===== config.mk =====
export PLATFORM = sky130hd
export DESIGN_NAME = ctrl_unit
export DESIGN_NICKNAME = d
export VERILOG_FILES = /design/src/rtl/ctrl_unit.sv
export SDC_FILE = /design/constraint.sdc
export NUM_CORES = 1
export LEC_CHECK = 0
export CAP_MARGIN = 15
export CORE_ASPECT_RATIO = 2
export CORE_UTILIZATION = 45
export CTS_CLUSTER_DIAMETER = 40
export DETAILED_ROUTE_END_ITERATION = 10
export GPL_TIMING_DRIVEN = 0
export PLACE_DENSITY = 0.84
export SYNTH_ARGS = -nofsm -noshare
export SYNTH_HDL_FRONTEND = slang
export SYNTH_SLANG_ARGS = --single-unit
export TNS_END_PERCENT = 20

===== constraint.sdc =====
create_clock -name clk -period 3.4 [get_ports clk]
set_input_delay 0.51 -clock clk [delete_from_list [all_inputs] [get_ports clk]]
set_output_delay 0.51 -clock clk [all_outputs]
set_load 0.01 [all_outputs]

===== src/rtl/ctrl_unit.sv =====
// Instruction-sequencing controller: fetches a 16-bit word at the PC, launches one
// data-path operation, waits for completion, writes back, then advances or loads the PC.
module ctrl_unit #(
  parameter int DWIDTH  = 16,
  parameter int TIMEOUT = 15
) (
  input  logic              clk,
  input  logic              rst_n,
  input  logic              en_in,
  input  logic [DWIDTH-1:0] ins,
  input  logic              ins_valid,
  input  logic              dp_done,
  output logic              dp_en,
  output logic              en_pc_pulse,
  output logic [1:0]        pc_ctrl,
  output logic [7:0]        offset_addr,
  output logic [7:0]        offset,
  output logic [1:0]        rd,
  output logic [1:0]        rs,
  output logic              alu_in_sel,
  output logic [2:0]        alu_func,
  output logic [3:0]        reg_en,
  output logic              halted,
  output logic              err
);

  localparam int CW = $clog2(TIMEOUT + 1);

  typedef enum logic [2:0] {
    S_IDLE, S_FETCH, S_EXEC, S_WAIT, S_WB, S_NEXT, S_HALT, S_ERR
  } state_t;

  typedef enum logic [2:0] {K_NOP, K_ALU, K_JMP, K_HALT, K_ILL} kind_t;

  state_t            state, state_next;
  logic [DWIDTH-1:0] ir;
  logic [CW-1:0]     wait_cnt;
  kind_t             ins_kind;
  logic              jump;
  logic [3:0]        ir_alu;

  function automatic kind_t op_kind(input logic [3:0] op);
    kind_t k;
    case (op)
      4'h0:                       k = K_NOP;
      4'h1, 4'h2, 4'h3, 4'h4, 4'h5,
      4'h6, 4'h7, 4'h8, 4'h9:     k = K_ALU;
      4'hA:                       k = K_JMP;
      4'hF:                       k = K_HALT;
      default:                    k = K_ILL;
    endcase
    return k;
  endfunction

  // Returns {alu_in_sel, alu_func}; non-ALU opcodes decode to zero.
  function automatic logic [3:0] alu_ctl(input logic [3:0] op);
    logic [3:0] c;
    case (op)
      4'h1:    c = {1'b0, 3'b101};
      4'h2:    c = {1'b1, 3'b101};
      4'h3:    c = {1'b0, 3'b000};
      4'h4:    c = {1'b1, 3'b000};
      4'h5:    c = {1'b0, 3'b001};
      4'h6:    c = {1'b1, 3'b001};
      4'h7:    c = {1'b0, 3'b010};
      4'h8:    c = {1'b0, 3'b011};
      4'h9:    c = {1'b0, 3'b100};
      default: c = 4'b0000;
    endcase
    return c;
  endfunction

  assign ins_kind = op_kind(ins[15:12]);
  assign jump     = (op_kind(ir[15:12]) == K_JMP);
  assign ir_alu   = alu_ctl(ir[15:12]);

  always_ff @(posedge clk or negedge rst_n) begin
    if (!rst_n) begin
      state <= S_IDLE;
    end else begin
      state <= state_next;
    end
  end

  // Operand fields come straight from the instruction register, so they stay
  // stable from EXEC through WB and only change on the next fetch.
  always_ff @(posedge clk or negedge rst_n) begin
    if (!rst_n) begin
      ir       <= '0;
      wait_cnt <= '0;
    end else begin
      if (state == S_FETCH && ins_valid) begin
        ir <= ins;
      end
      if (state == S_EXEC) begin
        wait_cnt <= '0;
      end else if (state == S_WAIT) begin
        wait_cnt <= wait_cnt + CW'(1);
      end
    end
  end

  always_comb begin
    state_next = state;
    case (state)
      S_IDLE:  if (en_in) state_next = S_FETCH;
      S_FETCH: begin
        if (ins_valid) begin
          case (ins_kind)
            K_NOP, K_JMP: state_next = S_NEXT;
            K_HALT:       state_next = S_HALT;
            K_ILL:        state_next = S_ERR;
            default:      state_next = S_EXEC;
          endcase
        end
      end
      S_EXEC:  state_next = S_WAIT;
      // A completion on the last permitted cycle beats the timeout.
      S_WAIT: begin
        if (dp_done) begin
          state_next = S_WB;
        end else if (wait_cnt == CW'(TIMEOUT - 1)) begin
          state_next = S_ERR;
        end
      end
      S_WB:    state_next = S_NEXT;
      S_NEXT:  state_next = S_FETCH;
      S_HALT:  state_next = S_HALT;
      S_ERR:   state_next = S_ERR;
      default: state_next = S_IDLE;
    endcase
  end

  always_comb begin
    dp_en       = (state == S_EXEC);
    reg_en      = (state == S_WB) ? (4'b0001 << ir[11:10]) : 4'b0000;
    en_pc_pulse = (state == S_NEXT);
    pc_ctrl     = 2'b00;
    offset_addr = 8'h00;
    if (state == S_NEXT) begin
      pc_ctrl     = jump ? 2'b10 : 2'b01;
      offset_addr = jump ? ir[7:0] : 8'h00;
    end
    rd         = ir[11:10];
    rs         = ir[9:8];
    offset     = ir[7:0];
    alu_in_sel = ir_alu[3];
    alu_func   = ir_alu[2:0];
    halted     = (state == S_HALT);
    err        = (state == S_ERR);
  end

endmodule


After elaboration in Yosys (flattened, before gate mapping). Memory sizes are Yosys's and may differ from the RTL's. Index checks and enable logic that the tools add are counted.

Bitwise operators: 0. Add/sub/neg operators: 1. Divide/modulo/power cells: 0. Multiply operators: 0. Mux-type cells: 13. Shift operators: 1. Order comparisons: 0. Equality and inequality tests: 15. Reduce and logical (&&, ||, !) cells: 6.

Operators with widths (number): 3-bit one-hot mux with 8 select lines (1); 8-bit two-way mux (2); 3-bit by 2-bit == test with 1-bit output, second input constant (5); 3-bit == test, second input constant (5); 3-bit two-way mux (4); 4-bit two-way mux (3); 3-bit one-hot mux with 3 select lines (1); 3-bit zero test (2); 4-bit by 1-bit adder with 4-bit output, second input constant (1); 4-bit == test, second input constant (1); 2-bit two-way mux (2); 2-bit inequality test, second input constant (2); 1-bit by 2-bit << shifter with 4-bit output, first input constant (1); 3-bit by 1-bit == test with 1-bit output, second input constant (1); 3-bit by 2-bit inequality test with 1-bit output, second input constant (1); 3-bit AND reduction (1); 2-bit nonzero test (1); 2-bit OR reduction (1); 1-bit logical AND (1).

Input port bits: 21. Output and inout bits: 34. Memory bits (read-only): 160. Memories: 3. Bits in writable memories: 0. Register bits: 23. Bits in latches: 0.

Memory list: (no name shown) (depth 16, width 4, read ports 1, clocked after Yosys merged registers in 0, wr ports 0, RTL line 58) `case (op)`; (no name shown) (depth 16, width 3, read ports 1, clocked after Yosys merged registers in 0, wr ports 0, RTL line 44) `case (op)`; (no name shown) (depth 16, width 3, read ports 1, clocked after Yosys merged registers in 0, wr ports 0, RTL line 44).

Logic depth before layout (Yosys ltp). Gate-level depths: netlist of the first run. An unclocked memory read counts as a cell.

Depth in word-level cells: 6. Mapped depth: 5.

Least setup slack after synthesis of the first run. OpenSTA, ideal clock, no wires.

Kind: register -> output. Start point: register ir[12]. End point: output offset_addr[0]. Cell stages (with the launch flop): 4. Arrival: 1.290 ns. Buffers on the path: 0. Slack: 1.600 ns. Cell sequence: dfrtp_1 -> ha_1 -> nor4_4 -> and2_1.

Longest elaborated chain between the ends: 4.

RTL lines: start: declaration (RTL line 36) `logic [DWIDTH-1:0] ir;`; start signal: assignment (RTL line 93) `ir <= ins;`; memory 16 x 3 bit; 3-bit by 2-bit == test with 1-bit output (RTL line 74) `assign jump = (op_kind(ir[15:12]) == K_JMP);`; 8-bit two-way mux (RTL line 142) `offset_addr = jump ? ir[7:0] : 8'h00;`; 8-bit two-way mux (RTL line 140) `if (state == S_NEXT) begin`; end: declaration (RTL line 16) `output logic [7:0] offset_addr,`.

Every way passes these cells.

Worst setup path in the final report of the first run.
Start point: register ir[12]. End point: output offset_addr[1].

Same word-level chain as after synthesis.

==> flow_metrics.py, run 1 <==
metrics = {
    "status": {
        "status": "finished, final reports clean",
    },
    "detailed_routing": {
        "route.detailed.drc": 0,
        "wire_per_inst_um": 14.9,
        "drt_wl_total_mm": 3.37,
        "ant_nets": 0,
        "drtPass1Iterations": 4,
        "drt_iter0_markers": 12,
        "routed_via_density": 5.34,
        "vias": 1207,
    },
    "logic_synthesis": {
        "synthMuxAreaShare": 0.138,
        "ys_seq_area_frac": 0.401,
        "ys_ff_latch": 23,
        "synthCells": 137,
        "synth_compound_area_frac": 0.0802,
        "synthesis.nets": 164,
        "synth-xor-area-share": 0.00610,
        "yosys.area_share.simple": 0.221,
        "synth_top_family_by_area": "simple AND/OR/NAND/NOR gates",
        "synth_area_per_cell_um2": 10.5,
        "syn_area_um2": 1440,
        "yosys.cell_types.count": 35,
        "synth_adder_area_share": 0.0523,
        "yosysWarnings": 0,
    },
    "timing": {
        "hold_violations": 0,
        "setup_tns_ns": 0,
        "skew_ns": 0.00425,
        "rsz0062_at_grt": "false",
        "fmax_ghz": 0.376,
        "fin_ws_ns": 0.739,
        "hold_ws_ns": 0.463,
        "drv_slew": 0,
        "setup_viol": 0,
        "maxSlewHeadroom": 0.723,
        "min_period_over_period": 0.783,
        "tightest_slew_ns": 0.413,
        "min_period_ns": 2.66,
    },
    "finish": {
        "final_cell_mix": "clkdlybuf4s50_1, dfrtp_1, nand2_1, buf_4, mux2_2",
        "multi_input_area_um2": 713,
        "fillCellCount": 226,
        "syn_to_final_growth_pct": 45.3,
        "final_cells": 226,
        "drive_above_1_share": 0.194,
        "postLayoutCellArea_um2": 2090,
        "num_antenna_cells": 0,
        "nNetsFinal": 224,
        "final_common_cell": "clkdlybuf4s50_1",
        "fin_util": 0.700,
        "regArea_um2": 576,
    },
    "setup_path": {
        "crit_chain": "inv_1 -> ha_1 -> nand2_1 -> nor4_4 -> and2_1 -> clkdlybuf4s50_1",
        "path_class": "reg -> out",
        "cp-start-kind": "flop",
        "max_stage_delay_ns": 0.53,
        "cp_data_required_time_ns": 2.89,
        "worst_setup_path_end_kind": "output pin",
        "cp_slowest_cell": "clkdlybuf4s50_1",
        "cp_max_fo": 9,
        "cp_data_arrival_time_ns": 2.15,
    },
    "grt": {
        "grtUsageTotal": 0.207,
        "grt_max_degree": 24,
        "antenna_found_initial": 0,
        "gr-total-overflow": 0,
        "grt_pass1_vias": 1188,
        "grt_pass1_wl_mm": 5.42,
    },
    "floorplan": {
        "die_area_um2": 3430,
        "initial_core_util": 0.482,
        "rows": 28,
        "fp.dieW_um": 41.9,
        "core_um2": 2980,
        "io_pins": 55,
        "die_h_um": 81.9,
    },
    "power": {
        "power_density_nw_per_um2": 805,
        "ir_drop_uv": 551,
        "power.total_mw": 1.68,
        "p_leak_nw": 0.902,
    },
    "clock_network": {
        "clk-insertion-delay-late_ns": 0.26,
        "hold_buffers": 0,
        "clock-sinks": 23,
        "ctsHtreeMaxLevel": 1,
        "ctsResizeCount": 0,
        "root_buffer": "clkbuf_8",
        "cts_made_buffers": 3,
        "ctsLongestPathBuffers": 2,
        "cts_tree": "yes",
        "cts.reportedPaths.clkPinSlew_ns": 0.08,
        "cts_setup_buffers": 0,
    },
    "place": {
        "dp_cells": 221,
        "gp_congestion": 0.722,
        "dpl_worst_slack_ns": 1.02,
        "port_buffers": 54,
        "dpl_cell_area_um2": 2010,
        "dp.final_hpwl_mm": 2.67,
    },
    "worst_hold_path": {
        "min_path_type": "in -> async",
    },
    "flow_run": {
        "cap_viol_max_count": 0,
    },
}
[worst max-delay path: cells and delay by family, from the launching register on]
kind	cells	cell delay, ns
flip-flops	1	0.41
adder cells (fa/ha/maj)	1	0.19
AND/OR/NAND/NOR	3	0.65
buffers and inverters	2	0.64
[state kept, by name, indices dropped and copies added (netlist names)]
name	count
ir	16
state	3
wait_cnt	4
[where the power goes]
part	switching, mW	internal, mW	total [mW]
combinational	0.393	0.590	0.982
sequential	0.123	0.408	0.532
clock	0.0817	0.0834	0.165
total	0.598	1.08	1.68
[synth_stat cells]
master | n | area share
nor4b_1 | 1 | 0.0061
nand2_1 | 12 | 0.031
a22o_1 | 2 | 0.012
nand2b_1 | 6 | 0.026
and3b_1 | 1 | 0.0061
a211oi_1 | 1 | 0.0052
xor2_1 | 1 | 0.0061
a21oi_1 | 4 | 0.014
o311ai_0 | 1 | 0.0061
or4_1 | 1 | 0.0052
nor3_1 | 1 | 0.0035
buf_2 | 3 | 0.010
and3_1 | 3 | 0.013
ha_1 | 6 | 0.052
or3_1 | 1 | 0.0044
mux2i_1 | 1 | 0.0070
nor3b_1 | 3 | 0.016
mux2_2 | 10 | 0.078
dfrtp_1 | 23 | 0.40
and4bb_1 | 1 | 0.0087
a311oi_2 | 1 | 0.010
and2_1 | 8 | 0.035
nor4_1 | 1 | 0.0044
and2b_1 | 1 | 0.0052
nand3b_1 | 4 | 0.021
nor2_1 | 5 | 0.013
nor4_4 | 1 | 0.015
buf_6 | 2 | 0.016
inv_1 | 5 | 0.013
mux2_4 | 5 | 0.052
o21a_1 | 1 | 0.0052
buf_4 | 12 | 0.063
o21ai_0 | 6 | 0.021
a311oi_1 | 1 | 0.0061
nand3_1 | 2 | 0.0070
[metal layers]
layer,part of all wire,routed length [um],track usage,vias up
met5,0,0,0,-
li1,-,-,-,585
met1,0.35,1180,0.211,580
met3,0.036,122,0.0154,4
met4,0.016,53,0.0774,0
met2,0.60,2010,0.420,38
[kinds of logic (layout without fill, tap and decap cells)]
kind of cell | Yosys count | in the layout
AND/OR/NAND/NOR | 52 | 52
flip-flops | 23 | 23
buffers and inverters | 22 | 81
AO/OA/AOI/OAI | 17 | 17
multiplexers | 16 | 16
adder cells (fa/ha/maj) | 6 | 6
XOR/XNOR | 1 | 1
[layout make-up]
class,instances,share of cell area
multi-input combinational,92,0.342
sequential,23,0.276
inverter,5,0.00900
clock buffer,4,0.0216
tap,30,0.0180
timing repair buffer,55,0.272
buffer,17,0.0612
[worst paths after layout]
check                            endpoint  slack [ns]  cells after the start      from
hold / removal                      ir[2]        0.46                      1     rst_n
max in group asynchronous          ir[10]        2.56                      2     rst_n
hold reg to reg                     ir[9]        0.53                      1     ir[9]
min in group clk                    ir[9]        0.53                      1     ir[9]
setup / recovery           offset_addr[1]        0.74                      6    ir[12]
setup reg to reg                    ir[8]        1.91                      4  state[1]
Note: power is estimated with default switching activity, not from simulation.
==> run 2, diff against run 1 <==
- CORE_UTILIZATION: 45 -> 44
- PLACE_DENSITY: 0.84 -> 0.82
- clock period: 3.4 -> 2.57 ns (I/O delays scaled with it)
==> run 2 against run 1 <==
Against the previous run: via count decreased by 1.5%; clock power up 34%; sequential power is 33% higher; sequential share of layout area shrank 0.13 points; clock skew is 0.0018 ns higher; routed wire length down 1.0%; combinational power is 31% higher; critical path depth is the same.
==> flow_metrics.py, run 2 (same netlist as run 1, synthesis figures left out) <==
metrics = {
    "setup_path": {
        "cp_max_fo": 9,
        "cp-start-kind": "flop",
        "rr_endpoint": "ir[9]",
        "cp_data_arrival_time_ns": 2.02,
        "r2r_cells": 4,
        "r2r_slack_ns": 1.11,
        "path_class": "reg -> out",
        "timing.rr.start": "state[1]",
        "crit_start": "ir[12]",
        "max_stage_delay_ns": 0.54,
        "cp_data_required_time_ns": 2.18,
        "endpoint": "pc_ctrl[1]",
        "crit_chain": "inv_2 -> ha_2 -> nand2_1 -> nor4_4 -> buf_4 -> clkdlybuf4s50_1",
        "worst-path-buf-inv": 3,
        "cp_slowest_cell": "clkdlybuf4s50_1",
        "path_depth": 6,
        "crit_family": "buffers and inverters",
        "worst_setup_path_end_kind": "output pin",
    },
    "floorplan": {
        "core_um2": 3120,
        "fp.dieW_um": 42.4,
        "die_area_um2": 3510,
        "rows": 29,
        "initial_core_util": 0.460,
        "io_pins": 55,
        "die_h_um": 82.8,
    },
    "timing": {
        "setup_viol": 0,
        "min_period_ns": 2.41,
        "hold_violations": 0,
        "setup_tns_ns": 0,
        "min_period_over_period": 0.937,
        "tightest_slew_ns": 1.03,
        "drv_slew": 0,
        "maxSlewHeadroom": 0.309,
        "rsz0062_at_grt": "false",
        "skew_ns": 0.00607,
        "fmax_ghz": 0.415,
    },
    "finish": {
        "nNetsFinal": 224,
        "multi_input_area_um2": 721,
        "top_register": "ir",
        "num_antenna_cells": 0,
        "postLayoutCellArea_um2": 2100,
        "syn_to_final_growth_pct": 46.0,
        "largest_registers": "ir (16), wait_cnt (4), state (3)",
        "final_cell_mix": "clkdlybuf4s50_1, dfrtp_1, buf_4",
        "drive_above_1_share": 0.214,
        "final_common_cell": "clkdlybuf4s50_1",
        "largest_reg_flops": 16,
        "regArea_um2": 576,
        "fillCellCount": 262,
    },
    "clock_network": {
        "ctsLongestPathBuffers": 2,
        "cts_tree": "yes",
        "cts.reportedPaths.clkPinSlew_ns": 0.08,
        "root_buffer": "clkbuf_8",
        "clock-sinks": 23,
        "hold_buffers": 0,
        "ctsHtreeMaxLevel": 1,
        "clk-insertion-delay-late_ns": 0.26,
        "cts_made_buffers": 3,
    },
    "place": {
        "port_buffers": 54,
        "dpl_cell_area_um2": 2010,
        "gp_congestion": 0.716,
        "dp.final_hpwl_mm": 2.63,
    },
    "grt": {
        "antenna_found_initial": 0,
        "grt_pass1_wl_mm": 5.34,
        "grt_max_degree": 24,
        "grtUsageTotal": 0.195,
        "grt_pass1_vias": 1196,
        "gr-total-overflow": 0,
    },
    "detailed_routing": {
        "routed_via_density": 5.24,
        "drt_iter0_markers": 21,
        "drt_wl_total_mm": 3.33,
        "vias": 1189,
        "route.detailed.drc": 0,
        "wire_per_inst_um": 14.7,
        "ant_nets": 0,
        "drtPass1Iterations": 4,
    },
    "worst_hold_path": {
        "min_path_type": "reg -> reg",
    },
    "status": {
        "status": "finished, final reports clean",
    },
    "flow_run": {
        "cap_viol_max_count": 0,
    },
    "power": {
        "ir_drop_uv": 587,
        "power_density_nw_per_um2": 1060,
        "p_leak_nw": 1.05,
    },
}
## run 2: cell types whose count changed in the layout (fill, tap and decap cells not counted)
cell	change
clkdlybuf4s50_1	-8
dlymetal6s2s_1	+8
buf_16	-1
buf_4	+1
clkbuf_1	-1
clkinv_2	+1
ha_1	-1
ha_2	+1
inv_1	-1
inv_2	+1
nor3b_1	-1
nor3b_2	+1
## run 2: routing by layer
layer  global-route usage  vias up  routed length (um)
met5                    0        -                   0
met4               0.0375        0                  22
met3               0.0261        2                 135
met2                0.405       36                1920
met1                0.201      574                1250
li1                     -      577                   -
## run 2: worst min-delay path by stage
stage / start / end / slack, ns / cells past startpoint
after floorplan: rst_n / ir[0] / 0.09 / 0
after global placement: ir[9] / ir[9] / 0.50 / 1
after detailed placement: ir[9] / ir[9] / 0.51 / 1
after CTS: ir[9] / ir[9] / 0.53 / 1
after global routing: ir[9] / ir[9] / 0.55 / 1
final: ir[9] / ir[9] / 0.53 / 1
## run 2: report_power, final
part | switching, mW | internal [mW] | total (mW) | leakage, nW
Sequential | 0.166 | 0.540 | 0.706 | 0.269
Clock | 0.113 | 0.108 | 0.221 | 0.0255
Combinational | 0.510 | 0.778 | 1.29 | 0.752
Total | 0.790 | 1.43 | 2.22 | 1.05
## run 2: timing repair
action | in CTS | in global routing
buffers inserted | 0 | 1
endpoints found under the setup margin | 0 | 12
gates resized for setup | 0 | 11
## run 2: through the flow
stage | worst slack [ns] | instances | utilization | power (mW) | hold WS [ns]
after floorplan | 0.895 | 137 | - | 1.46 | 0.0899
after global placement | 0.382 | 222 | 0.646 | 1.94 | 0.501
after detailed placement | 0.306 | 222 | 0.646 | 2.01 | 0.509
after CTS | 0.00988 | 226 | 0.660 | 2.23 | 0.532
after global routing | 0.0447 | 227 | 0.672 | 2.39 | 0.554
final | 0.161 | 227 | 0.672 | 2.22 | 0.530
## run 2: cell type report
type                       count  share of cell area
clock buffer                   3              0.0197
buffer                        17              0.0609
sequential                    23               0.275
tap                           31              0.0185
timing repair buffer          55               0.271
inverter                       5             0.00896
multi-input combinational     92               0.344
clock inverter                 1             0.00239
## run 2: worst reg2reg max path: cells and delay by family, from the launching register on
kind	cells	cell delay (ns)
muxes	1	0.32
DFF	1	0.42
and+or+nand+nor	1	0.27
buffers and inverters	2	0.34
